--- src/rtl/dm1_3_buf.sv ---
// ============================================================================
// Module   : dm1_3_buf
// Brief    : 1:3 buffered demux, one-entry valid/ack holding register per
//            channel; select 3 is dropped and flagged on a sticky err.
//            Optional macro DM1_3_ERRCNT_EN adds a saturating err_cnt output.
// Revision : 1.0  initial release
// ============================================================================
`default_nettype none

module dm1_3_buf #(
  parameter int WIDTH = 4
) (
  input  logic             clk,
  input  logic             rst_n,
  input  logic [WIDTH-1:0] i,
  input  logic [1:0]       s,
  input  logic             i_valid,
  output logic             i_ready,
  output logic [WIDTH-1:0] o0,
  output logic [WIDTH-1:0] o1,
  output logic [WIDTH-1:0] o2,
  output logic [2:0]       o_valid,
  input  logic [2:0]       o_ack,
  output logic             err,
`ifdef DM1_3_ERRCNT_EN
  output logic [7:0]       err_cnt,
`endif
  input  logic             err_clr
);

  localparam logic [1:0] C_SEL_ILLEGAL = 2'd3;

  logic [WIDTH-1:0] r_data [3];
  logic [2:0]       r_valid;
  logic             r_err;
  logic [3:0]       w_slot_free;
  logic             w_accept;
  logic             w_illegal;

  // Slot 3 is the illegal select: always "free" so the word is consumed.
  assign w_slot_free = {1'b1, ~r_valid | o_ack};
  assign i_ready     = w_slot_free[s];
  assign w_accept    = i_valid & i_ready;
  assign w_illegal   = w_accept & (s == C_SEL_ILLEGAL);

  for (genvar k = 0; k < 3; k++) begin : g_ch
    logic w_load;
    assign w_load = w_accept & (s == 2'(k));

    always_ff @(posedge clk or negedge rst_n) begin
      if (!rst_n) begin
        r_data[k]  <= '0;
        r_valid[k] <= 1'b0;
      end else begin
        // A load in the same cycle as a drain keeps the slot full.
        if (w_load) begin
          r_data[k]  <= i;
          r_valid[k] <= 1'b1;
        end else if (o_ack[k]) begin
          r_valid[k] <= 1'b0;
        end
      end
    end
  end

  always_ff @(posedge clk or negedge rst_n) begin
    if (!rst_n) begin
      r_err <= 1'b0;
    end else if (w_illegal) begin
      r_err <= 1'b1;
    end else if (err_clr) begin
      r_err <= 1'b0;
    end
  end

`ifdef DM1_3_ERRCNT_EN
  logic [7:0] r_err_cnt;

  always_ff @(posedge clk or negedge rst_n) begin
    if (!rst_n) begin
      r_err_cnt <= '0;
    end else if (err_clr) begin
      r_err_cnt <= {7'd0, w_illegal};
    end else if (w_illegal && (r_err_cnt != 8'hFF)) begin
      r_err_cnt <= r_err_cnt + 8'd1;
    end
  end

  assign err_cnt = r_err_cnt;
`endif

  assign o0      = r_data[0];
  assign o1      = r_data[1];
  assign o2      = r_data[2];
  assign o_valid = r_valid;
  assign err     = r_err;

endmodule

`default_nettype wire

--- config.mk ---
export PLATFORM = sky130hd
export DESIGN_NAME = dm1_3_buf
export DESIGN_NICKNAME = d
export VERILOG_FILES = /design/src/rtl/dm1_3_buf.sv
export SDC_FILE = /design/constraint.sdc
export NUM_CORES = 1
export LEC_CHECK = 0
export CAP_MARGIN = 5
export CORE_MARGIN = 8
export CORE_UTILIZATION = 43
export DETAILED_ROUTE_END_ITERATION = 8
export PLACE_DENSITY = 0.9
export SYNTH_ARGS = -nofsm -noshare
export SYNTH_HDL_FRONTEND = slang
export SYNTH_SLANG_ARGS = --single-unit
--- constraint.sdc ---
create_clock -name clk -period 2.91 [get_ports clk]
set_input_delay 0.582 -clock clk [delete_from_list [all_inputs] [get_ports clk]]
set_output_delay 0.582 -clock clk [all_outputs]
set_load 0.005 [all_outputs]
# Word level (Yosys, flattened, before mapping)
# Index checks and enable logic that the tools add are counted.
# classes
magnitude_cmp	1
n_eq_ne	3
mux	10
bitwise_logic	7
reduce_logical	5
# ops
op	count
2-to-1 mux 1 bit	9
nonzero test 2 bit	4
bitwise AND 1 bit	5
equality test 2 bit, second input constant	2
less-than comparator 2 x 3 -> 1 bit, second input constant	1
inverter 3 bit	1
OR 3 bit	1
binary-select mux 1 bit (select 2 bit)	1
equality test 2 x 1 -> 1 bit, second input constant	1
logical NOT 2 bit	1
# totals
regBits	16
out_inout_bits	17
elab_cells	33

# Longest topological paths before layout
# depth
ltp_word	7
depth_mapped	4
depth_no_buf	3

# Worst setup path before layout
# No wires, ideal clock.
# synth_path
path_type	input port to output port
from	in s[1]
to	out i_ready
t_arrival_ns	1.029
slack_ns	1.299
stages	3
cell_sequence	buf_2 -> mux2i_1 -> o21ai_0
# synth_via
elab_chain_cells	2
# synth_lines
element	line	rtl
start, declared	16	input logic [1:0] s,
binary-select mux 1 bit (select 2 bit)	42	assign i_ready = w_slot_free[s];
2-to-1 mux 1 bit (implied by the code)	42	
end, declared	18	output logic i_ready,
# No other way between the ends. The select of a mux whose other input is x is not followed.

# Final worst setup path
# layout_path
from	in o_ack[2]
to	out i_ready
# layout_via
elab_chain_cells	3
# layout_lines
element	line	rtl
start, declared	23	input logic [2:0] o_ack,
OR 3 bit	41	assign w_slot_free = {1'b1, ~r_valid | o_ack};
binary-select mux 1 bit (select 2 bit)	42	
2-to-1 mux 1 bit (implied by the code)	42	
# No other way between the ends. The select of a mux whose other input is x is not followed.

==> reports/metrics.cfg <==
[status]
status=complete, no violations

[sta]
finalSetupViolations=0
fmax_ghz=0.4010
slew_headroom_pct=53.52
final.setup.tns_ps=0
skew_ps=1.287
rsz0062_at_grt=no
worstMarginPinSlew_ps=695.0
drv_slew=0
hold_viol_final=0
period_minus_slack_ps=2494
final_min_period_over_clock_period_pct=85.70

[clock_tree]
cts.clk_slew.worst_paths_ps=80
clock-sinks=16
clockBufferDepth=2
htree_num_levels=1
worstSkewPairLatency_ps=270
cts_resized=0
cts_root_buffer=clkbuf_4
cts_made_buffers=3
cts_tree=built
cts_setup_buffers=0
postCtsHoldBufs=0

[placed_design]
dp_cells=93
gp_congestion=0.6967
placed_cell_area_um2=992.2
numPortBuffers=29
dp_hpwl_um=1204

[power_and_ir_drop]
leakagePower_nw=0.4327
intPower_mw=0.4302
seqPwrFrac_pct=50.1
power.total_mw=0.5609
clkPwrFrac_pct=19.7
ir_drop_mv=0.3710
p_comb_share_pct=30.2
p_sw_mw=0.1307
netSwitchingFraction_pct=23.31
power.density_mw_per_mm2=552.8

[worst_setup_path]
arrival_ps=1910
start_kind=primary input
rrSetupSlack_ps=1640
timing.rr.end=o1[0]
crit_path_end_kind=output pin
worstSetupPathType=primary input to output pin
crit_fanout=3
cp_data_required_time_ps=2330
ff2ff_path_depth=3
r2r-start=o_valid[1]
startpoint=o_ack[2]

[detailed_routing]
dr_total_vias=465
wl_um=1497
drc=0
drt-vias-per-instance=4.844
wl_per_cell_um=15.59
final_antenna_net_count=0
dr.pass1.iters=3
drtIter0Drc=1

[floorplan]
dieArea_mm2=0.003144
io_pins=30
fp.dieW_um=56.08
die_y_um=56.08
core_mm2=0.001506
initial_core_util_pct=45.85
rows=14

[global_routing]
grt_overflow=0
grt_max_degree=17
globalRouteMet1Util_pct=9.682
use_met3_pct=5.479
grt_pass1_wl_um=2442
grt_pass1_vias=504
antenna_found_initial=0
gr-usage-met2_pct=16.80
grt-busiest-layer=met2
grt_use_total_pct=9.493

[synth]
ys_seq_area_share_pct=57.97
async_flop_share_pct=100.0
postSynthNetCount=62
synth_common_cells=dfrtp_1 (16), mux2_2 (8), o21ai_0 (5)
synth.avg_cell_area_um2=14.10
synth.distinct_cells=15
synth_edf_count=0
synth_top_cell_area_share_pct=57.97
synth_ff_type=dfrtp_1
syn_area_um2=690.7
yosysWarnings=0
ys_seq_elements=16
yosys.area.top_type=dfrtp_1
netlist_instances=49
synth_top_cells_by_area=dfrtp_1 (58%), mux2_2 (13%), mux2_4 (8.7%), o21ai_0 (3.6%), nand2b_1 (2.7%)
yosysMostFrequentCell=dfrtp_1

[layout]
nFillCells=117
diodes=0
seq_area_um2=400.4
final_cells=96
nets=95
areaGrowthSynthToFinish_pct=46.92
final_area_mm2=0.001015
multi_input_area_um2=266.5
drive_gt1_share_pct=23.75

[min_path]
min_path_type=flip-flop to flip-flop
min_from=o1[2]
hold_path_end=o1[2]
holdPathStages=1

[run]
cap_violations=0

[worst max-delay path: stages]
cell and delay, ps:
clkdlybuf4s50_1 440, nand2b_1 150, mux2i_1 80, o21ai_0 140, clkdlybuf4s50_1 520
[state kept, by name, summed over array words and instances, names as in the netlist]
| name | cells |
|---|---|
| o1 | 4 |
| err | 1 |
| o_valid | 3 |
| o2 | 4 |
| o0 | 4 |
[cells by family after synthesis]
group           share of synthesized area, %
simple gates                           11.78
compound gates                         3.623
buf+inv                                3.442
flops                                  57.97
mux                                    23.19
[stage by stage]
stage               utilization [%]  hold WS, ps  worst slack [ps]
finish                        67.36        509.2             416.3
global route                  67.36        532.4             349.1
CTS                           67.36        515.0             399.6
detailed placement            65.86        494.2             389.0
global placement              65.86        486.2             399.8
floorplan                         -        286.4              1299
[worst max path at each step]
stage,slack [ps],endpoint,depth (start not counted)
after floorplan,1300,i_ready,3
after global placement,400,i_ready,5
after detailed placement,390,i_ready,5
after CTS,400,i_ready,5
after global routing,350,i_ready,5
final,420,i_ready,5
[final cells by class]
type	count	share of cell area [%]
Sequential cell	16	39.46
Timing Repair Buffer	30	29.35
Multi-Input combinational cell	29	26.26
Clock buffer	3	2.219
Tap cell	16	1.973
Inverter	2	0.7398
[cells in the final DEF, fill, tap and decap left out]
| cell type | instances |
|---|---|
| clkbuf_4 | 3 |
| mux2_4 | 4 |
| dfrtp_1 | 16 |
| nand2_1 | 3 |
| nor2b_2 | 1 |
| clkdlybuf4s50_1 | 29 |
| nand2b_1 | 3 |
| inv_1 | 2 |
| nand3b_1 | 1 |
| mux2i_1 | 1 |
| nand3_1 | 1 |
| mux2_2 | 8 |
| and3_4 | 1 |
| buf_4 | 1 |
| nor3b_4 | 1 |
| o21ai_0 | 5 |
[power by group through the flow]
stage | Clock, mW | Sequential (mW) | Combinational (mW)
2_1_floorplan | 0 | 0.288 | 0.0546
3_3_place_gp | 0 | 0.284 | 0.170
3_5_place_dp | 0 | 0.286 | 0.173
4_1_cts | 0.115 | 0.282 | 0.173
5_1_grt | 0.125 | 0.286 | 0.183
6_report | 0.111 | 0.281 | 0.169
[metal layers]
layer	routed length [um]	up-vias
met5	0	-
met4	0	0
met3	136	0
met2	751	16
met1	609	219
li1	-	230
Note: power is estimated with default switching activity, not from simulation.
